**src/rtl/gol_run_sequencer_if.sv**
```systemverilog
// Host-side bit-serial streams of gol_run_sequencer: load (in_*) and unload (out_*).
// The sequencer takes the slave modport; the host takes the master modport.
interface gol_run_sequencer_if;
  logic in_valid;
  logic in_data;
  logic in_ready;
  logic out_valid;
  logic out_data;
  logic out_ready;

  modport slave (
    input  in_valid,
    input  in_data,
    output in_ready,
    output out_valid,
    output out_data,
    input  out_ready
  );

  modport master (
    output in_valid,
    output in_data,
    input  in_ready,
    input  out_valid,
    input  out_data,
    output out_ready
  );
endinterface

```
**src/rtl/gol_run_sequencer.sv**
```systemverilog
// Load / step / unload sequencer for the N-cell Game-of-Life grid engine.
// Defining POP_COUNT_EN adds o_pop_count: the number of live cells seen during unload.
module gol_run_sequencer #(
  parameter int unsigned N        = 25,
  parameter int unsigned GEN_W    = 8,
  parameter int unsigned STEP_GAP = 2
) (
  input  logic                   clk,
  input  logic                   rst_n,
  input  logic                   i_start,
  input  logic                   i_abort,
  input  logic [GEN_W-1:0]       i_cfg_gens,
  gol_run_sequencer_if.slave     bus,
  output logic                   o_grid_shift_en,
  output logic                   o_grid_shift_in,
  input  logic                   i_grid_shift_out,
  output logic                   o_grid_step,
  output logic                   o_busy,
  output logic                   o_done,
  output logic [GEN_W-1:0]       o_gens_left
`ifdef POP_COUNT_EN
  ,
  output logic [$clog2(N+1)-1:0] o_pop_count
`endif
);

  localparam int unsigned CellW   = $clog2(N + 1);
  localparam int unsigned GapLast = (STEP_GAP > 0) ? STEP_GAP - 1 : 0;
  localparam int unsigned GapW    = (GapLast > 0) ? $clog2(GapLast + 1) : 1;

  typedef enum logic [2:0] {StIdle, StLoad, StStep, StGap, StUnload, StDone} state_e;

  state_e           r_state;
  logic [CellW-1:0] r_cell;
  logic [GapW-1:0]  r_gap;
  logic [GEN_W-1:0] r_gens;

  logic w_load_hs;
  logic w_unload_hs;
  logic w_last_cell;

  // Abort suppresses any handshake in its cycle so the grid is never shifted by it.
  assign w_load_hs   = (r_state == StLoad) && bus.in_valid && !i_abort;
  assign w_unload_hs = (r_state == StUnload) && bus.out_ready && !i_abort;
  assign w_last_cell = (r_cell == CellW'(N - 1));

  assign bus.in_ready    = (r_state == StLoad);
  assign bus.out_valid   = (r_state == StUnload);
  assign bus.out_data    = bus.out_valid && i_grid_shift_out;
  assign o_grid_shift_en = w_load_hs || w_unload_hs;
  // Unload feeds the tail back to the head so the pattern survives a full read-out.
  assign o_grid_shift_in = (w_load_hs && bus.in_data) || (w_unload_hs && i_grid_shift_out);
  assign o_grid_step     = (r_state == StStep);
  assign o_busy          = (r_state != StIdle);
  assign o_done          = (r_state == StDone);
  assign o_gens_left     = r_gens;

  always_ff @(posedge clk or negedge rst_n) begin
    if (!rst_n) begin
      r_state <= StIdle;
      r_cell  <= '0;
      r_gap   <= '0;
      r_gens  <= '0;
    end else if (i_abort) begin
      r_state <= StIdle;
      r_cell  <= '0;
      r_gap   <= '0;
      r_gens  <= '0;
    end else begin
      unique case (r_state)
        StIdle: begin
          if (i_start) begin
            r_gens  <= i_cfg_gens;
            r_cell  <= '0;
            r_state <= StLoad;
          end
        end
        StLoad: begin
          if (w_load_hs) begin
            if (w_last_cell) begin
              r_cell  <= '0;
              r_state <= (r_gens != '0) ? StStep : StUnload;
            end else begin
              r_cell <= r_cell + CellW'(1);
            end
          end
        end
        StStep: begin
          r_gens <= r_gens - GEN_W'(1);
          r_gap  <= '0;
          if (STEP_GAP != 0) begin
            r_state <= StGap;
          end else begin
            r_state <= (r_gens > GEN_W'(1)) ? StStep : StUnload;
          end
        end
        StGap: begin
          if (r_gap == GapW'(GapLast)) begin
            r_gap   <= '0;
            r_state <= (r_gens != '0) ? StStep : StUnload;
          end else begin
            r_gap <= r_gap + GapW'(1);
          end
        end
        StUnload: begin
          if (w_unload_hs) begin
            if (w_last_cell) begin
              r_cell  <= '0;
              r_state <= StDone;
            end else begin
              r_cell <= r_cell + CellW'(1);
            end
          end
        end
        StDone:  r_state <= StIdle;
        default: r_state <= StIdle;
      endcase
    end
  end

`ifdef POP_COUNT_EN
  logic [CellW-1:0] r_pop;

  // Nothing counts between start and UNLOAD, so clearing on start equals clearing on entry.
  always_ff @(posedge clk or negedge rst_n) begin
    if (!rst_n) begin
      r_pop <= '0;
    end else if ((r_state == StIdle) && i_start && !i_abort) begin
      r_pop <= '0;
    end else if (w_unload_hs && i_grid_shift_out) begin
      r_pop <= r_pop + CellW'(1);
    end
  end

  assign o_pop_count = r_pop;
`endif

endmodule

```
**src/flat_wrapper.sv**
```systemverilog
// flat-port wrapper written by rule: the top's interface ports become plain ports
module gol_run_sequencer_flat 
#(
  parameter int unsigned N        = 25,
  parameter int unsigned GEN_W    = 8,
  parameter int unsigned STEP_GAP = 2
)
  (clk, rst_n, i_start, i_abort, i_cfg_gens, o_grid_shift_en, o_grid_shift_in, i_grid_shift_out, o_grid_step, o_busy, o_done, o_gens_left, bus_in_valid, bus_in_data, bus_in_ready, bus_out_valid, bus_out_data, bus_out_ready);
  gol_run_sequencer_if bus_i ();
  input  logic clk;
  input  logic rst_n;
  input  logic i_start;
  input  logic i_abort;
  input  logic [GEN_W-1:0] i_cfg_gens;
  output logic o_grid_shift_en;
  output logic o_grid_shift_in;
  input  logic i_grid_shift_out;
  output logic o_grid_step;
  output logic o_busy;
  output logic o_done;
  output logic [GEN_W-1:0] o_gens_left;
  input wire logic [$bits(bus_i.in_valid)-1:0] bus_in_valid;
  input wire logic [$bits(bus_i.in_data)-1:0] bus_in_data;
  output wire logic [$bits(bus_i.in_ready)-1:0] bus_in_ready;
  output wire logic [$bits(bus_i.out_valid)-1:0] bus_out_valid;
  output wire logic [$bits(bus_i.out_data)-1:0] bus_out_data;
  input wire logic [$bits(bus_i.out_ready)-1:0] bus_out_ready;
  assign bus_i.in_valid = bus_in_valid;
  assign bus_i.in_data = bus_in_data;
  assign bus_in_ready = bus_i.in_ready;
  assign bus_out_valid = bus_i.out_valid;
  assign bus_out_data = bus_i.out_data;
  assign bus_i.out_ready = bus_out_ready;
  gol_run_sequencer #(.N(N), .GEN_W(GEN_W), .STEP_GAP(STEP_GAP)) u_core (.clk(clk), .rst_n(rst_n), .i_start(i_start), .i_abort(i_abort), .i_cfg_gens(i_cfg_gens), .bus(bus_i), .o_grid_shift_en(o_grid_shift_en), .o_grid_shift_in(o_grid_shift_in), .i_grid_shift_out(i_grid_shift_out), .o_grid_step(o_grid_step), .o_busy(o_busy), .o_done(o_done), .o_gens_left(o_gens_left));
endmodule
```
**config.mk**
```make
export PLATFORM = sky130hd
export DESIGN_NAME = gol_run_sequencer_flat
export DESIGN_NICKNAME = d
export VERILOG_FILES = /design/src/rtl/gol_run_sequencer_if.sv /design/src/rtl/gol_run_sequencer.sv /design/src/flat_wrapper.sv
export SDC_FILE = /design/constraint.sdc
export NUM_CORES = 1
export LEC_CHECK = 0
export ABC_AREA = 1
export CORE_ASPECT_RATIO = 1.2
export CORE_MARGIN = 1
export CORE_UTILIZATION = 44
export DETAILED_ROUTE_END_ITERATION = 10
export PLACE_DENSITY = 0.76
export SYNTH_ARGS = -nofsm -noshare
export SYNTH_HDL_FRONTEND = slang
export SYNTH_SLANG_ARGS = --single-unit
```
**constraint.sdc**
```tcl
create_clock -name clk -period 1.3 [get_ports clk]
set_input_delay 0.195 -clock clk [delete_from_list [all_inputs] [get_ports clk]]
set_output_delay 0.195 -clock clk [all_outputs]
set_load 0.1 [all_outputs]
```
==> flow_summary_export.csv, run 1 <==
group,metric,value,unit
cells_and_area,drive_above_1_share,0.527,
logic_synthesis,ys_types,23,
run_status,violations,"setup timing",
clocking,cts_buffer_depth,2,
grt,grt_pass1_wl,7450,um
logic_synthesis,synth.avg_cell_area,6.76,um2
sta,rsz0062_at_grt,"true",
route,wl,5430,um
critical_path,crit_family,"flip-flops",
sta,setup_violations,24,
floorplan,num_rows,21,
pwr,leakage,0.00107,uW
sta,setup_ws,-439,ps
place,place_area,2070,um2
grt,gr-usage-all-layers,0.326,
cells_and_area,nets,279,
sta,min_period,1740,ps
place,pre_cts_slack,-276,ps
job,cap_violations,0,
critical_path,cp.required,1110,ps
sta,max_freq,575,MHz
critical_path,criticalPathCategory,"reg2out",
sta,drv_slew,0,
route,drt_iter0_drc,55,
grt,grt_pass1_vias,1649,
route,viasPerCell,5.74,
clocking,postCtsHoldBufs,0,
clocking,cts.reportedPaths.clkPinSlew,100,ps
clocking,root_buffer,"clkbuf_4",
place,hpwl,3040,um
route,wl_per_cell,18.6,um
critical_path,endpoint_kind,"output port",
sta,tightestPinTransition,286,ps
floorplan,ios,32,
clocking,clk_latency,290,ps
route,via_count,1675,
critical_path,crit_buf_inv,2,
critical_path,r2r_slack,-210,ps
cells_and_area,n_antenna_cell,0,
sta,hold_viol,0,
sta,relSlewSlack,0.809,
critical_path,slowest_delay,470,ps
sta,finClkSkew,2.22,ps
critical_path,crit_chain,"inv_2, nand2_2, nor2_4, nand3_4, o22ai_4, buf_12",
logic_synthesis,synth-seq-cells,17,
clocking,cts.sinks,17,
cells_and_area,design_area,2460,um2
grt,grt_antenna_before_repair,0,
grt,grt_max_degree,18,
critical_path,critPathArrivalTime,1540,ps
floorplan,dieArea,3110,um2
logic_synthesis,syn_area,1270,um2
cells_and_area,fillers,120,
floorplan,die_width,51.1,um
floorplan,die_h,60.9,um
logic_synthesis,netlist_instances,188,
clocking,cts_tree,"yes",
pwr,p_per_area,2740,nW/um2
route,drc,0,
route,final_antenna_net_count,0,
floorplan,fp.coreArea,2760,um2
clocking,h-tree-depth,1,
place,dpl.cell_count,276,
logic_synthesis,yosysWarningCount,0,
sta,finalCritPeriodShare,1.34,
grt,grt.overflow.total,0,
place,place.gp.congestion,0.830,
critical_path,cp-start-kind,"register",
logic_synthesis,syn-num-nets,208,
floorplan,start_util,0.461,
run_status,outcome,"finished, violations left",
min_path,hp-class,"in2async",
logic_synthesis,ys_seq_area_frac,0.335,
cells_and_area,area_growth,93.5,%
pwr,peakVddDrop,0.00225,V
critical_path,critPathSlowestCell,"dfrtp_2",
critical_path,critPathMaxFanout,4,
cells_and_area,instances_no_fill,292,
place,io_buffers,31,
route,firstDrtPassIters,4,
clocking,cts_made_buffers,3,
## per-layer routing
metal	wire, um	global-route usage	vias to the layer above
met1	2040	0.371	813
li1	-	-	754
met4	379	0.194	0
met5	0	0	-
met2	2830	0.592	67
met3	182	0.0301	41
## final timing paths
kind                                                     from                                 to  depth (start not counted)
worst max-delay path            u_core.r_state[1]$_DFFE_PN0P_                    o_grid_shift_in                          6
worst min-delay path                                    rst_n  u_core.o_gens_left[3]$_DFFE_PN0P_                          2
worst max register to register  u_core.r_state[0]$_DFFE_PN0P_  u_core.o_gens_left[1]$_DFFE_PN0P_                          8
worst min register to register       u_core.r_gap$_DFFE_PN0P_           u_core.r_gap$_DFFE_PN0P_                          2
max in group asynchronous                               rst_n  u_core.o_gens_left[2]$_DFFE_PN0P_                          2
min in group clk                                i_cfg_gens[2]  u_core.o_gens_left[2]$_DFFE_PN0P_                          3
## registers in the layout, indices dropped and copies added, names as in the netlist
| signal | count |
|---|---|
| u_core.r_gap | 1 |
| u_core.o_gens_left | 8 |
| u_core.r_cell | 5 |
| u_core.r_state | 3 |
## power breakdown
part	switching, uW	leakage, uW	internal [uW]
clock	171	0.0000150	119
combinational	3280	0.000846	2080
sequential	325	0.000211	761
total	3780	0.00107	2960
## layout make-up
class	instances	area [um2]	share of cell area
tap	34	42.5	0.0173
sequential	17	454	0.185
multi-input combinational	140	1010	0.409
clock buffer	4	26.3	0.0107
inverter	28	119	0.0483
timing repair buffer	69	812	0.330
## synth_stat cells (all sizes together)
| cell type | instances | area share |
|---|---|---|
| ha | 4 | 0.039 |
| nor2 | 23 | 0.088 |
| a21oi | 2 | 0.0079 |
| nand3 | 28 | 0.11 |
| nand3b | 1 | 0.0059 |
| nand2 | 48 | 0.15 |
| buf | 4 | 0.032 |
| xnor2 | 1 | 0.0069 |
| inv | 28 | 0.083 |
| nor3 | 1 | 0.0039 |
| or2 | 5 | 0.025 |
| o21ai | 15 | 0.062 |
| nand4 | 6 | 0.030 |
| o22ai | 5 | 0.025 |
| dfrtp | 17 | 0.33 |
## cells by family (layout without fill, tap and decap cells)
kind of cell	Yosys count	in the layout	share of synthesized area
xor+xnor	1	1	0.00689
flops	17	17	0.335
compound gates	22	22	0.0945
buf+inv	32	101	0.115
simple gates	112	113	0.409
fa+ha+maj	4	4	0.0394
## placed cells by master (no fill, tap or decap), types with 5 or more instances in the layout
cell type and count:
nand2_1 34, buf_4 23, inv_1 17, nand3_1 17, buf_12 16, clkdlybuf4s50_1 15
buf_6 15, nor2_4 11, nor2_1 10, nand2_2 8, o21ai_1 7, nand2_4 6
inv_2 6, nand4_1 6, o21ai_2 6, nand3_2 6, dfrtp_4 6, dfrtp_1 6
nand3_4 5, dfrtp_2 5
## per-stage QoR
step | power [uW] | utilization | TNS, ps | hold slack, ps
2_1_floorplan | 3770 | - | -2940 | -101
3_3_place_gp | 5240 | 0.751 | -3230 | 504
3_5_place_dp | 5360 | 0.751 | -4050 | 538
4_1_cts | 6140 | 0.837 | -4120 | 238
5_1_grt | 6990 | 0.892 | -6660 | 237
6_report | 6740 | 0.892 | -5470 | 232
## what timing repair did
action	in CTS	in global routing
pin swaps	19	21
setup buffers	11	5
cloned	1	0
endpoints found under the setup margin	25	24
gates resized for setup	37	40
(Power assumes the default switching activity.)
==> run 2: changes to the inputs <==
- CORE_MARGIN: 1 -> 2
- CORE_UTILIZATION: 44 -> 49
- PLACE_DENSITY: 0.76 -> 0.8
- clock period: 1.3 -> 1.7 ns (I/O delays scaled with it)
==> flow_summary_export.csv, run 2 (synthesized netlist as in run 1, its figures left out) <==
group,metric,value,unit
route,drt_iter0_drc,48,
grt,grt_max_degree,18,
route,firstDrtPassIters,6,
clocking,cts.reportedPaths.clkPinSlew,110,ps
route,via_count,1443,
clocking,cts_tree,"yes",
sta,fin_hold_ws,285,ps
clocking,cts_made_buffers,3,
cells_and_area,instances_no_fill,273,
route,wl_per_cell,13.4,um
critical_path,criticalPathCategory,"reg2out",
cells_and_area,largest_register_ffs,8,
floorplan,start_util,0.508,
clocking,cts_buffer_depth,2,
sta,finalCritPeriodShare,1.03,
sta,max_freq,570,MHz
route,drc,0,
sta,drv_slew,0,
route,viasPerCell,5.29,
cells_and_area,fillers,154,
sta,rsz0062_at_grt,"true",
floorplan,fp.coreArea,2500,um2
critical_path,critPathMaxFanout,4,
floorplan,num_rows,20,
sta,relSlewSlack,0.828,
sta,tightestPinTransition,257,ps
clocking,cts.sinks,17,
pwr,p_per_area,2080,nW/um2
job,cap_violations,0,
place,place.gp.congestion,0.862,
floorplan,die_h,59.8,um
clocking,clk_latency,290,ps
clocking,root_buffer,"clkbuf_4",
critical_path,crit_family,"flip-flops",
critical_path,cp.required,1440,ps
sta,setup_ws,-53.4,ps
cells_and_area,mostFrequentLayoutCell,"nand2_1",
clocking,postCtsHoldBufs,0,
sta,finClkSkew,2.53,ps
place,hpwl,2690,um
grt,grt_pass1_wl,5620,um
cells_and_area,mostFrequentLayoutCells,"43 x nand2_1, 26 x nand3_1, 23 x inv_1",
min_path,hp-class,"in2async",
grt,grt.overflow.total,0,
cells_and_area,drive_above_1_share,0.292,
sta,min_period,1750,ps
cells_and_area,multi_input_area,758,um2
cells_and_area,seq_area,430,um2
route,wl,3660,um
run_status,outcome,"finished, violations left",
floorplan,dieArea,3020,um2
grt,grt_pass1_vias,1306,
critical_path,crit_buf_inv,2,
pwr,leakage,0.000946,uW
cells_and_area,nets,261,
place,io_buffers,31,
sta,hold_viol,0,
cells_and_area,n_antenna_cell,0,
place,dpl.cell_count,256,
critical_path,slowest_delay,460,ps
sta,setup_violations,1,
route,final_antenna_net_count,0,
critical_path,critPathArrivalTime,1500,ps
grt,grt_antenna_before_repair,0,
run_status,violations,"setup timing",
floorplan,ios,32,
cells_and_area,area_growth,57.4,%
critical_path,cp-start-kind,"register",
grt,gr-usage-all-layers,0.241,
critical_path,critPathSlowestCell,"dfrtp_2",
floorplan,die_width,50.5,um
critical_path,crit_chain,"inv_2, nand2_2, nor2_4, nand3_4, o22ai_4, buf_12",
pwr,peakVddDrop,0.00150,V
critical_path,endpoint_kind,"output port",
clocking,h-tree-depth,1,
-- run 2: changes by cell type in the layout (fill, tap and decap cells not counted), moves of 6 or more --
| cell | delta |
|---|---|
| dfrtp_4 | -6 |
| inv_1 | +6 |
| dfrtp_1 | +7 |
| nand2_1 | +9 |
| o21ai_0 | +10 |
| nor2_4 | -6 |
| nand3_1 | +9 |
| buf_6 | -14 |
| nor2_1 | +6 |
-- run 2: cell type report --
cell class	count	area share
multi-input cells	139	0.379
repair buffers	52	0.316
clock inverters	1	0.00250
clock buffers	3	0.0113
flip-flops and latches	17	0.215
well taps	33	0.0206
inverters	28	0.0557
-- run 2: through the flow --
stage,setup WS [ps],utilization,cell area [um2],power (uW),TNS (ps)
2_1_floorplan,-450,-,1320,2690,-1170
3_3_place_gp,105,0.741,1850,3610,0
3_5_place_dp,44.4,0.741,1850,3690,0
4_1_cts,-20.5,0.780,1950,4040,-20.5
5_1_grt,-139,0.800,2000,4380,-178
6_report,-53.4,0.800,2000,4160,-53.4
-- run 2: report_power, final --
| group | switching (uW) | internal [uW] | total, uW |
|---|---|---|---|
| Sequential | 216 | 538 | 754 |
| Clock | 134 | 87.4 | 222 |
| Combinational | 2030 | 1150 | 3180 |
| Total | 2380 | 1770 | 4160 |
-- run 2: final timing paths --
kind | from | to | slack [ps] | cells past startpoint
min in group clk | u_core.r_gap$_DFFE_PN0P_ | u_core.r_gap$_DFFE_PN0P_ | 550 | 2
worst max-delay path | u_core.r_state[1]$_DFFE_PN0P_ | o_grid_shift_in | -50 | 6
worst min register to register | u_core.r_gap$_DFFE_PN0P_ | u_core.r_gap$_DFFE_PN0P_ | 550 | 2
max in group asynchronous | rst_n | u_core.r_state[2]$_DFFE_PN0P_ | 1200 | 2
worst min-delay path | rst_n | u_core.o_gens_left[3]$_DFFE_PN0P_ | 290 | 2
worst max register to register | u_core.r_state[2]$_DFFE_PN0P_ | u_core.r_cell[4]$_DFFE_PN0P_ | 190 | 8
-- run 2: layer usage --
metal / up-vias / routed length, um / GRT usage
li1: 716 / - / -
met3: 8 / 116 / 0.0225
met1: 673 / 1540 / 0.306
met4: 0 / 27 / 0.0232
met5: - / 0 / 0
met2: 46 / 1970 / 0.459
-- run 2: repair_timing --
item,4_1_cts,5_1_grt
pin swaps,4,1
setup buffers,7,6
gates resized for setup,5,2
cloned,0,0
setup endpoints to repair,4,4
-- run 2: worst reg2reg max path, stage by stage (launching register included) --
cell and delay, ps:
dfrtp_2 480, inv_4 110, buf_4 120, nand3_1 130
nand2_1 100, nand2_1 80, nor2_4 200, nand3_1 100
o21ai_0 90
==> run 3: changes to the inputs <==
- HOLD_SLACK_MARGIN: unset -> 0.08
==> results of run 3 <==
Same layout as run 2: the final DEF is identical, and so are final timing and power.
